==> src/rtl/interpol_pkg.sv <==
// Definitions shared by the interpolator and its front-end arbiter.
package interpol_pkg;

    typedef enum logic [2:0] {
        S_IDLE      = 3'd0,
        S_ISSUE     = 3'd1,
        S_WAIT_LOW  = 3'd2,
        S_WAIT_HIGH = 3'd3,
        S_DELIVER   = 3'd4
    } arb_state_e;

    localparam int N_DEF       = 16;
    localparam int M_DEF       = 16;
    localparam int QN_DEF      = 15;
    localparam int QM_DEF      = 15;
    localparam int TIMEOUT_DEF = 63;

endpackage

==> src/rtl/interpol_arbiter_if.sv <==
// Requester-side and interpolator-side handshake bundle for interpol_arbiter.
interface interpol_arbiter_if #(
    parameter int NREQ = 2,
    parameter int IDW  = 1,
    parameter int N    = 16,
    parameter int M    = 16
);
    logic [NREQ-1:0]   req;
    logic [NREQ*N-1:0] x_in;
    logic [NREQ-1:0]   gnt;
    logic [M-1:0]      y_out;
    logic [IDW-1:0]    y_id;
    logic              y_valid;
    logic              busy;
    logic              err;
    logic              err_clr;
    logic              ip_start;
    logic [N-1:0]      ip_x;
    logic              ip_ready;
    logic [M-1:0]      ip_y;

    // arbiter side
    modport slave (
        input  req, x_in, err_clr, ip_ready, ip_y,
        output gnt, y_out, y_id, y_valid, busy, err, ip_start, ip_x
    );

    // requesters + interpolator side
    modport master (
        output req, x_in, err_clr, ip_ready, ip_y,
        input  gnt, y_out, y_id, y_valid, busy, err, ip_start, ip_x
    );
endinterface

==> src/rtl/interpol_arbiter_rr_pick.sv <==
// Round-robin first-one finder: first set request at or after ptr, wrapping.
module rr_pick #(
    parameter int NREQ = 2,
    parameter int IDW  = 1
) (
    input  logic [NREQ-1:0] req_i,
    input  logic [IDW-1:0]  ptr_i,
    output logic            vld_o,
    output logic [IDW-1:0]  idx_o
);
    always_comb begin
        vld_o = 1'b0;
        idx_o = '0;
        for (int i = 0; i < NREQ; i++) begin
            if (!vld_o && req_i[(int'(ptr_i) + i) % NREQ]) begin
                vld_o = 1'b1;
                idx_o = IDW'((int'(ptr_i) + i) % NREQ);
            end
        end
    end
endmodule

==> src/rtl/interpol_arbiter.sv <==
// Shares one interpolator among NREQ sources: round-robin grant, start/ready
// handshake, tagged result, and a watchdog that aborts a stuck transaction.
module interpol_arbiter
    import interpol_pkg::*;
#(
    parameter int NREQ    = 2,
    parameter int IDW     = 1,
    parameter int N       = N_DEF,
    parameter int M       = M_DEF,
    parameter int TOBITS  = 6,
    parameter int TIMEOUT = TIMEOUT_DEF
) (
    input logic clock,
    input logic reset_n,
    interpol_arbiter_if.slave bus
);
    arb_state_e      state_q, state_d;
    logic [IDW-1:0]  ptr_q, ptr_d;
    logic [IDW-1:0]  id_q, id_d;
    logic [TOBITS-1:0] wd_q, wd_d;
    logic [NREQ-1:0] gnt_q, gnt_d;
    logic [N-1:0]    ip_x_q, ip_x_d;
    logic            ip_start_q, ip_start_d;
    logic [M-1:0]    y_out_q, y_out_d;
    logic [IDW-1:0]  y_id_q, y_id_d;
    logic            y_valid_q, y_valid_d;
    logic            err_q, err_d;
    logic            busy_q;

    logic            pick_vld;
    logic [IDW-1:0]  pick_idx;
    logic [IDW-1:0]  ptr_nxt;
    logic            wd_expired;

    rr_pick #(.NREQ(NREQ), .IDW(IDW)) u_pick (
        .req_i (bus.req),
        .ptr_i (ptr_q),
        .vld_o (pick_vld),
        .idx_o (pick_idx)
    );

    assign ptr_nxt    = (id_q == IDW'(NREQ - 1)) ? '0 : id_q + 1'b1;
    assign wd_expired = (wd_q == TOBITS'(TIMEOUT - 1));

    always_comb begin
        state_d    = state_q;
        ptr_d      = ptr_q;
        id_d       = id_q;
        wd_d       = wd_q;
        gnt_d      = '0;
        ip_x_d     = ip_x_q;
        ip_start_d = 1'b0;
        y_out_d    = y_out_q;
        y_id_d     = y_id_q;
        y_valid_d  = 1'b0;
        err_d      = err_q & ~bus.err_clr;
        unique case (state_q)
            S_IDLE: begin
                if (pick_vld && bus.ip_ready) begin
                    gnt_d[pick_idx] = 1'b1;
                    ip_x_d          = bus.x_in[int'(pick_idx)*N +: N];
                    id_d            = pick_idx;
                    state_d         = S_ISSUE;
                end
            end
            S_ISSUE: begin
                ip_start_d = 1'b1;
                wd_d       = '0;
                state_d    = S_WAIT_LOW;
            end
            // A completing handshake beats the watchdog in the same cycle.
            S_WAIT_LOW, S_WAIT_HIGH: begin
                wd_d = wd_q + 1'b1;
                if (state_q == S_WAIT_LOW && !bus.ip_ready) begin
                    state_d = S_WAIT_HIGH;
                end else if (state_q == S_WAIT_HIGH && bus.ip_ready) begin
                    y_out_d   = bus.ip_y;
                    y_id_d    = id_q;
                    y_valid_d = 1'b1;
                    state_d   = S_DELIVER;
                end else if (wd_expired) begin
                    err_d   = 1'b1;
                    ptr_d   = ptr_nxt;
                    state_d = S_IDLE;
                end
            end
            S_DELIVER: begin
                ptr_d   = ptr_nxt;
                state_d = S_IDLE;
            end
            default: state_d = S_IDLE;
        endcase
    end

    always_ff @(posedge clock or negedge reset_n) begin
        if (!reset_n) begin
            state_q    <= S_IDLE;
            ptr_q      <= '0;
            id_q       <= '0;
            wd_q       <= '0;
            gnt_q      <= '0;
            ip_x_q     <= '0;
            ip_start_q <= 1'b0;
            y_out_q    <= '0;
            y_id_q     <= '0;
            y_valid_q  <= 1'b0;
            err_q      <= 1'b0;
            busy_q     <= 1'b0;
        end else begin
            state_q    <= state_d;
            ptr_q      <= ptr_d;
            id_q       <= id_d;
            wd_q       <= wd_d;
            gnt_q      <= gnt_d;
            ip_x_q     <= ip_x_d;
            ip_start_q <= ip_start_d;
            y_out_q    <= y_out_d;
            y_id_q     <= y_id_d;
            y_valid_q  <= y_valid_d;
            err_q      <= err_d;
            busy_q     <= (state_d != S_IDLE);
        end
    end

    assign bus.gnt      = gnt_q;
    assign bus.ip_x     = ip_x_q;
    assign bus.ip_start = ip_start_q;
    assign bus.y_out    = y_out_q;
    assign bus.y_id     = y_id_q;
    assign bus.y_valid  = y_valid_q;
    assign bus.err      = err_q;
    assign bus.busy     = busy_q;
endmodule

==> src/flat_wrapper.sv <==
// flat-port wrapper written by rule: the top's interface ports become plain ports
module interpol_arbiter_flat import interpol_pkg::*;
#(
    parameter int NREQ    = 2,
    parameter int IDW     = 1,
    parameter int N       = N_DEF,
    parameter int M       = M_DEF,
    parameter int TOBITS  = 6,
    parameter int TIMEOUT = TIMEOUT_DEF
)
  (clock, reset_n, bus_req, bus_x_in, bus_err_clr, bus_ip_ready, bus_ip_y, bus_gnt, bus_y_out, bus_y_id, bus_y_valid, bus_busy, bus_err, bus_ip_start, bus_ip_x);
  interpol_arbiter_if #(.NREQ(NREQ), .IDW(IDW), .N(N), .M(M)) bus_i ();
  input logic clock;
  input logic reset_n;
  input wire logic [$bits(bus_i.req)-1:0] bus_req;
  input wire logic [$bits(bus_i.x_in)-1:0] bus_x_in;
  input wire logic [$bits(bus_i.err_clr)-1:0] bus_err_clr;
  input wire logic [$bits(bus_i.ip_ready)-1:0] bus_ip_ready;
  input wire logic [$bits(bus_i.ip_y)-1:0] bus_ip_y;
  output wire logic [$bits(bus_i.gnt)-1:0] bus_gnt;
  output wire logic [$bits(bus_i.y_out)-1:0] bus_y_out;
  output wire logic [$bits(bus_i.y_id)-1:0] bus_y_id;
  output wire logic [$bits(bus_i.y_valid)-1:0] bus_y_valid;
  output wire logic [$bits(bus_i.busy)-1:0] bus_busy;
  output wire logic [$bits(bus_i.err)-1:0] bus_err;
  output wire logic [$bits(bus_i.ip_start)-1:0] bus_ip_start;
  output wire logic [$bits(bus_i.ip_x)-1:0] bus_ip_x;
  assign bus_i.req = bus_req;
  assign bus_i.x_in = bus_x_in;
  assign bus_i.err_clr = bus_err_clr;
  assign bus_i.ip_ready = bus_ip_ready;
  assign bus_i.ip_y = bus_ip_y;
  assign bus_gnt = bus_i.gnt;
  assign bus_y_out = bus_i.y_out;
  assign bus_y_id = bus_i.y_id;
  assign bus_y_valid = bus_i.y_valid;
  assign bus_busy = bus_i.busy;
  assign bus_err = bus_i.err;
  assign bus_ip_start = bus_i.ip_start;
  assign bus_ip_x = bus_i.ip_x;
  interpol_arbiter #(.NREQ(NREQ), .IDW(IDW), .N(N), .M(M), .TOBITS(TOBITS), .TIMEOUT(TIMEOUT)) u_core (.clock(clock), .reset_n(reset_n), .bus(bus_i));
endmodule
==> config.mk <==
export PLATFORM = sky130hd
export DESIGN_NAME = interpol_arbiter_flat
export DESIGN_NICKNAME = d
export VERILOG_FILES = /design/src/rtl/interpol_pkg.sv /design/src/rtl/interpol_arbiter_if.sv /design/src/rtl/interpol_arbiter_rr_pick.sv /design/src/rtl/interpol_arbiter.sv /design/src/flat_wrapper.sv
export SDC_FILE = /design/constraint.sdc
export NUM_CORES = 1
export LEC_CHECK = 0
export ABC_CLOCK_PERIOD_IN_PS = 2800
export CAP_MARGIN = 20
export CORE_MARGIN = 5
export CORE_UTILIZATION = 35
export DETAILED_ROUTE_END_ITERATION = 10
export HOLD_SLACK_MARGIN = 0.08
export PLACE_DENSITY = 0.67
export SYNTH_ARGS = -nofsm -noshare
export SYNTH_HDL_FRONTEND = slang
export SYNTH_SLANG_ARGS = --single-unit
==> constraint.sdc <==
create_clock -name clock -period 2.8 [get_ports clock]
set_input_delay 0.84 -clock clock [delete_from_list [all_inputs] [get_ports clock]]
set_output_delay 0.84 -clock clock [all_outputs]
set_load 0.01 [all_outputs]
# [Word level (Yosys, flattened, before mapping)]
# Index checks and enable logic that the tools add are counted.
[totals] ff_bits=50 input_bits=54 output_inout_bits=39 wordCells=79
[classes] addsub=3 order_cmp=4 n_eq_ne=8 n_shift=1 mux=32 bitwise=4 n_reduce_logical=15
[ops] op="$shiftx 32x6->16" n=1
[ops] op="$mux 1" n=22
[ops] op="$mux 3" n=4
[ops] op="$pmux 6 s2" n=1
[ops] op="$pmux 3 s3" n=1
[ops] op="$add 6x1->6 const B" n=1
[ops] op="$eq 3x2->1 const B" n=2
[ops] op="$eq 6x6->1 const B" n=1
[ops] op="$logic_and 1x1->1" n=5
[ops] op="$lt 1x2->1 const B" n=2
[ops] op="$mux 2" n=2
[ops] op="$ne 2x2->1 const B" n=2
[ops] op="$reduce_and 4->1" n=1
[ops] op="$reduce_bool 2->1" n=2
[ops] op="$eq 3x1->1 const B" n=1
[ops] op="$eq 3x3->1 const B" n=1
[ops] op="$logic_not 3->1" n=1
[ops] op="$lt 2x3->1 const B" n=1
[ops] op="$reduce_and 3->1" n=1
[ops] op="$reduce_bool 3->1" n=1
[ops] op="$add 1x1->1 const B" n=2
[ops] op="$logic_not 1->1" n=2
[ops] op="$ne 2x1->1 const B" n=1
[ops] op="$not 1->1" n=2
[ops] op="7 further kinds" n=7

# [Depth between registers and ports, before layout]
# Gate-level depths: netlist (run 1).
[depth] ltp_word=13 mapped_depth=5 mapped_depth_nobuf=5

# [Cells and area by module]
# Synthesis (run 1) repeated with hierarchy kept, for this count alone.
[hier_totals] cells_unflattened=168 area_unflattened_um2=2316.0
[by_module_without_submodules] mod="interpol_arbiter" n_inst=1 cells_per_inst=165 area_per_inst_um2=2298.5 seq_area_each_um2=1251.2
[by_module_without_submodules] mod="rr_pick" n_inst=1 cells_per_inst=3 area_per_inst_um2=17.5 seq_area_each_um2=0.0

# [Least setup slack after synthesis (run 1)]
# No wires, ideal clock.
[synth_path] kind="input to register" from="input bus_ip_ready" to="register u_core.ip_x_q[10] (netlist: u_core.bus.ip_x[10])" setup_ns=0.127 arrival_ns=1.673 required_ns=2.673 path_slack_ns=0.999 stages=5 n_path_buf=2 path_cell_list="nor4b_4 > and2_0 > buf_4 > buf_6 > a31oi_1"
[synth_via] elab_chain_len=2
[synth_lines] element="start: declaration" line="flat_wrapper.sv:18" text="input wire logic [$bits(bus_i.ip_ready)-1:0] bus_ip_ready;"
[synth_lines] element="$logic_and 1x1->1" line="interpol_arbiter.sv:59" text="if (pick_vld && bus.ip_ready) begin"
[synth_lines] element="$reduce_and 2->1 (no line)"
[synth_lines] element="end signal: assignment" line="interpol_arbiter.sv:115" text="ip_x_q <= ip_x_d;"
[synth_lines] element="end: declaration" line="interpol_arbiter.sv:22" text="logic [N-1:0] ip_x_q, ip_x_d;"
# No other way between the ends.
# A chain may end at the register's enable or synchronous reset.

# [Final worst setup path (run 1)]
[layout_path] from="input bus_ip_ready" to="register u_core.y_out_q[15] (netlist: u_core.bus.y_out[15])"
[layout_via] elab_chain_len=4 elab_cells_between_ends=5 classes_between="bitwise: 1; reduce/logical: 4"
[layout_lines] element="$logic_not 1->1" line="interpol_arbiter.sv:74" text="if (state_q == S_WAIT_LOW && !bus.ip_ready) begin"
[layout_lines] element="$logic_and 1x1->1" line="interpol_arbiter.sv:74"
[layout_lines] element="$not 1->1 (no line)"
[layout_lines] element="$reduce_and 3->1 (no line) (*)"
[layout_lines] element="end signal: assignment" line="interpol_arbiter.sv:117" text="y_out_q <= y_out_d;"
[layout_lines] element="end: declaration" line="interpol_arbiter.sv:24" text="logic [M-1:0] y_out_q, y_out_d;"
# Every way passes the cells marked *; elsewhere a longest branch is shown, timed or not.

==> results of run 1 <==
==> state kept, by name, summed over array words and instances, names as in the netlist <==
register,flops
u_core.bus.ip_x,16
u_core.bus.y_valid,1
u_core.id_q,1
u_core.bus.y_id,1
u_core.bus.gnt,2
u_core.wd_q,6
u_core.state_q,3
u_core.bus.busy,1
u_core.bus.ip_start,1
u_core.bus.err,1
u_core.bus.y_out,16
u_core.ptr_q,1
==> metal layers <==
layer | global-route usage | part of all wire | wire, microns | vias up
li1 | - | - | - | 946
met4 | 0.0260 | 0.0070 | 39 | 0
met3 | 0.0606 | 0.11 | 620 | 6
met1 | 0.174 | 0.45 | 2500 | 887
met5 | 0 | 0 | 0 | -
met2 | 0.206 | 0.43 | 2420 | 73
==> area by class of cell <==
cell class,count,share of cell area
multi-input cells,137,0.284
clock inverters,3,0.0142
flip-flops and latches,50,0.364
repair buffers,98,0.283
well taps,77,0.0280
clock buffers,5,0.0200
inverters,7,0.00763
==> critical path, stage by stage <==
cell and delay [ns]:
clkdlybuf4s50_1 0.62, and3_1 0.20, buf_4 0.24, mux2_2 0.36
==> synthesized netlist by cell type (all sizes together), types with 2 or more instances <==
master / number
nand3: 3
and3: 3
nand4: 3
a21oi: 18
o21ai: 19
o2bb2ai: 2
mux2: 18
nand2: 5
ha: 2
clkbuf: 8
mux2i: 4
or2: 2
a31oi: 17
inv: 7
buf: 8
a22o: 2
nor2: 3
nand2b: 4
nand3b: 16
nor2b: 3
dfrtp: 50
==> power by group through the flow <==
stage	clock (mW)	combinational, mW	sequential [mW]
6_report	0.521	1.43	1.28
5_1_grt	0.568	1.57	1.33
4_1_cts	0.538	1.46	1.28
3_5_place_dp	0	1.46	1.29
3_3_place_gp	0	1.44	1.28
2_1_floorplan	0	0.635	1.35
==> worst max path at each step <==
stage                            start  slack, ns                    to  cells past startpoint
global placement          bus_ip_ready       0.42  u_core.bus.y_out[11]                      4
finish                    bus_ip_ready       0.72  u_core.bus.y_out[15]                      4
floorplan                 bus_ip_ready        1.0   u_core.bus.ip_x[10]                      5
CTS                 u_core.bus.ip_x[2]       0.71           bus_ip_x[2]                      1
global route              bus_ip_ready       0.62   u_core.bus.ip_x[10]                      5
detailed placement          bus_req[0]       0.40    u_core.bus.ip_x[2]                      5
==> cell families (layout without fill, tap and decap cells) <==
kind of cell    after synthesis  in the layout  synth area share
mux                          22             22             0.104
compound gates               64             64             0.160
buf+inv                      23            113            0.0491
simple gates                 48             48             0.139
flops                        50             50             0.534
xor+xnor                      1              1           0.00374
fa+ha+maj                     2              2            0.0107
==> results.sh, run 1 <==
export IMPL_status="complete, no violations"
export IMPL_vias=1912
export IMPL_slew_headroom=0.612
export IMPL_clkTransAtPathRegs_ns=0.10
export IMPL_ir_drop_mv=0.390
export IMPL_synth_seq_cells=50
export IMPL_syn_area_per_cell_sq_um=11.2
export IMPL_synthFlopType="dfrtp_1"
export IMPL_min_to="u_core.ptr_q"
export IMPL_power_mw=3.23
export IMPL_worstRegToRegCells=4
export IMPL_hold_ws_ns=0.490
export IMPL_die_h_microns=91.8
export IMPL_finalCritPeriodShare=0.743
export IMPL_place_congestion=0.780
export IMPL_final_core_util=0.536
export IMPL_hpwl_microns=4220
export IMPL_async_flop_share=1.00
export IMPL_setup_ws_ns=0.719
export IMPL_wirelength_microns=5580
export IMPL_tns_ns=0
export IMPL_syn_cell_area_sq_mm=0.00234
export IMPL_antenna_found_initial=0
export IMPL_multiInputGateArea_sq_um=977
export IMPL_cap_violations=0
export IMPL_port_buffers=92
export IMPL_insertion_delay_ns=0.30
export IMPL_rows=29
export IMPL_cts_max_path_buffers=2
export IMPL_dieArea_sq_mm=0.00843
export IMPL_syn2layout_area_growth_pct=46.9
export IMPL_diodes=0
export IMPL_syn_inst=210
export IMPL_tightest_slew_ns=0.582
export IMPL_crit_arrival_ns=2.27
export IMPL_r2r_end="u_core.bus.y_out[15]"
export IMPL_cts_resized=0
export IMPL_grt_max_degree=34
export IMPL_io_pins=93
export IMPL_grt_util_all_layers=0.134
export IMPL_grt_pass1_vias=1910
export IMPL_drc=0
export IMPL_slew_viol_final=0
export IMPL_p_clk_frac=0.161
export IMPL_rsz0062_at_grt="no"
export IMPL_drt_first_pass_iters=4
export IMPL_setup_viol=0
export IMPL_dp_slack_ns=0.397
export IMPL_cts_sinks=50
export IMPL_switching_share=0.331
export IMPL_drive_gt1_frac=0.113
export IMPL_seqPwrFrac=0.396
export IMPL_final_net_count=355
export IMPL_cts_tree="yes"
export IMPL_critPathKind="primary input to flip-flop"
export IMPL_layout_common_cells="clkdlybuf4s50_1 (91), dfrtp_1 (50), o21ai_0 (19)"
export IMPL_start_util=0.365
export IMPL_fillerInstances=536
export IMPL_synth_fp_nets=266
export IMPL_die_width_microns=91.8
export IMPL_fin_area_sq_mm=0.00344
export IMPL_p_leak_nw=1.41
export IMPL_fmax_mhz=480
export IMPL_power_density_mw_per_mm2=938
export IMPL_final_hold_viol_count=0
export IMPL_critPathLaunchType="primary input"
export IMPL_hp_class="flip-flop to flip-flop"
export IMPL_grt_pass1_wl_microns=9250
export IMPL_yosys_area_top_type="dfrtp_1"
export IMPL_cts_hold_buffers=0
export IMPL_final_common_cell="clkdlybuf4s50_1"
export IMPL_end_kind="flip-flop"
export IMPL_wl_per_cell_microns=14.8
export IMPL_yosys_warnings=0
export IMPL_overflow=0
export IMPL_cts_buffers=5
export IMPL_register_area_sq_mm=0.00125
export IMPL_htreeDepth=2
export IMPL_synth_top_area_frac=0.534
export IMPL_via_per_inst=5.07
export IMPL_min_period_ns=2.08
export IMPL_r2r_start="u_core.state_q[1]"
export IMPL_ys_top_cells_by_area="dfrtp_1 (53%), mux2_2 (6.7%), nand3b_1 (5.1%), a31oi_1 (4.5%), o21ai_0 (4.1%)"
export IMPL_dpl_cell_count=369
export IMPL_post_dp_cell_area_sq_mm=0.00332
export IMPL_drtIter0Drc=80
export IMPL_internal_power_mw=2.16
export IMPL_worstHoldStart="u_core.id_q"
export IMPL_cp_max_fo=18
export IMPL_final_cells=377
export IMPL_root_buffer="clkbuf_8"
export IMPL_coreArea_sq_mm=0.00642
export IMPL_ys_types=39
export IMPL_ys_seq_area_frac=0.534
export IMPL_p_switching_mw=1.07
export IMPL_reg2reg_slack_ns=0.99
export IMPL_hold_depth=1
export IMPL_synth_edf_count=0
export IMPL_postCtsSetupBuffers=0
export IMPL_fin_skew_ns=0.00990
export IMPL_crit_required_ns=2.99
export IMPL_comb_power_share=0.443
export IMPL_final_antenna_net_count=0
(Power assumes the default switching activity.)
==> run 2: changes to the inputs <==
- ABC_CLOCK_PERIOD_IN_PS: 2800 -> 1890
- PLACE_DENSITY: 0.67 -> 0.69
- clock period: 2.8 -> 1.89 ns (I/O delays scaled with it)
==> results.sh, run 2 (synthesis gave the netlist of run 1 again) <==
export IMPL_root_buffer="clkbuf_8"
export IMPL_insertion_delay_ns=0.30
export IMPL_htreeDepth=2
export IMPL_drive_gt1_frac=0.147
export IMPL_overflow=0
export IMPL_antenna_found_initial=0
export IMPL_diodes=0
export IMPL_met2_length_microns=2740
export IMPL_multiInputGateArea_sq_um=977
export IMPL_cts_sinks=50
export IMPL_critPathKind="flip-flop to primary output"
export IMPL_rsz0062_at_grt="no"
export IMPL_route_met3_wl_microns=503
export IMPL_power_mw=4.77
export IMPL_cp_num_cells=1
export IMPL_layout_common_cells="clkdlybuf4s50_1 (91), dfrtp_1 (50), o21ai_0 (19)"
export IMPL_die_width_microns=91.8
export IMPL_final_hold_viol_count=0
export IMPL_final_common_cell="clkdlybuf4s50_1"
export IMPL_maxUsedRoutingLayer="met4"
export IMPL_seqPwrFrac=0.388
export IMPL_grt_max_degree=29
export IMPL_io_pins=93
export IMPL_syn2layout_area_growth_pct=50.7
export IMPL_register_area_sq_mm=0.00125
export IMPL_tns_ns=0
export IMPL_comb_power_share=0.469
export IMPL_vias=1977
export IMPL_cp_max_fo=2
export IMPL_cap_violations=0
export IMPL_ir_drop_mv=0.464
export IMPL_grt_pass1_vias=1995
export IMPL_wl_per_cell_microns=14.8
export IMPL_cp_startpoint="u_core.bus.ip_x[8]"
export IMPL_crit_required_ns=1.32
export IMPL_switching_share=0.330
export IMPL_rows=29
export IMPL_internal_power_mw=3.19
export IMPL_port_buffers=92
export IMPL_endpoint="bus_ip_x[8]"
export IMPL_wirelength_microns=5760
export IMPL_min_period_ns=1.78
export IMPL_clkTransAtPathRegs_ns=0.09
export IMPL_postCtsSetupBuffers=0
export IMPL_cts_max_path_buffers=2
export IMPL_cpMaxStageDelayCell="clkdlybuf4s50_1"
export IMPL_r2r_end="u_core.bus.y_out[13]"
export IMPL_slew_viol_final=0
export IMPL_final_core_util=0.550
export IMPL_fmax_mhz=561
export IMPL_crit_arrival_ns=1.22
export IMPL_dieArea_sq_mm=0.00843
export IMPL_cts_buffers=5
export IMPL_end_kind="primary output"
export IMPL_cts_hold_buffers=0
export IMPL_p_leak_nw=1.47
export IMPL_hpwl_microns=4400
export IMPL_final_net_count=367
export IMPL_cp_buffers_inverters=1
export IMPL_fillerInstances=594
export IMPL_met1Wirelength_microns=2480
export IMPL_coreArea_sq_mm=0.00642
export IMPL_critPathTopFamily="buffers and inverters"
export IMPL_critPathLaunchType="flip-flop"
export IMPL_setup_viol=0
export IMPL_status="complete, no violations"
export IMPL_drt_first_pass_iters=4
export IMPL_cts_tree="yes"
export IMPL_final_cells=389
export IMPL_grt_util_all_layers=0.141
export IMPL_cts_resized=0
export IMPL_drtIter0Drc=56
export IMPL_hold_ws_ns=0.220
export IMPL_finalCritPeriodShare=0.943
export IMPL_place_congestion=0.784
export IMPL_slew_headroom=0.673
export IMPL_worstRegToRegCells=4
export IMPL_drc=0
export IMPL_hp_class="primary input to asynchronous set/reset pin"
export IMPL_p_switching_mw=1.57
export IMPL_crit_chain="clkdlybuf4s50_1"
export IMPL_fin_skew_ns=0.00417
export IMPL_dpl_cell_count=381
export IMPL_die_h_microns=91.8
export IMPL_slowest_delay_ns=0.54
export IMPL_r2r_start="u_core.state_q[2]"
export IMPL_via_per_inst=5.08
export IMPL_p_clk_frac=0.143
export IMPL_tightest_slew_ns=0.490
export IMPL_reg2reg_slack_ns=0.32
export IMPL_final_antenna_net_count=0
export IMPL_start_util=0.365
export IMPL_power_density_mw_per_mm2=1350
export IMPL_grt_pass1_wl_microns=9680
[run 2: changes by cell type in the layout (fill, tap and decap cells not counted), sizes merged]
cell	delta
clkbuf	+2
inv	-1
buf	+12
clkinv	+1
bufinv	-1
clkinvlp	-1
[run 2: layer usage]
metal	GRT usage	vias up
met4	0.0260	0
li1	-	967
met2	0.234	70
met5	0	-
met1	0.175	937
met3	0.0565	3
[run 2: power by group through the flow]
| stage | Combinational (mW) | Clock (mW) | Sequential (mW) |
|---|---|---|---|
| floorplan | 0.941 | 0 | 2.00 |
| global placement | 2.23 | 0 | 1.85 |
| detailed placement | 2.27 | 0 | 1.87 |
| CTS | 2.27 | 0.708 | 1.85 |
| global route | 2.45 | 0.748 | 1.93 |
| finish | 2.23 | 0.682 | 1.85 |
[run 2: final cells by class]
type                    instances  area share
multi-input cells             137       0.277
repair buffers                110       0.305
clock inverters                 1     0.00248
well taps                      77      0.0273
flip-flops and latches         50       0.354
clock buffers                   7      0.0273
inverters                       7     0.00744
[run 2: worst min path at each step]
stage	from	slack, ns	end	depth (start not counted)
2_1_floorplan	reset_n	0.27	u_core.bus.busy	0
3_3_place_gp	u_core.bus.y_out[7]	0.47	u_core.bus.y_out[7]	1
3_5_place_dp	u_core.bus.y_out[6]	0.47	u_core.bus.y_out[6]	1
4_1_cts	reset_n	0.23	u_core.bus.y_out[6]	1
5_1_grt	reset_n	0.24	u_core.bus.y_out[6]	1
6_report	reset_n	0.22	u_core.bus.y_out[6]	1
[run 2: through the flow]
step / cell area (sq um) / setup slack [ns]
after floorplan: 2340 / 0.362
after global placement: 3430 / -0.0529
after detailed placement: 3430 / -0.100
after CTS: 3530 / 0.0888
after global routing: 3530 / 0.0428
final: 3530 / 0.108
==> run 3: changes to the inputs <==
- CAP_MARGIN: 20 -> 30
- CTS_CLUSTER_SIZE: unset -> 14
==> results of run 3 <==
The final DEF is identical to that of run 2; final timing and power are the same.
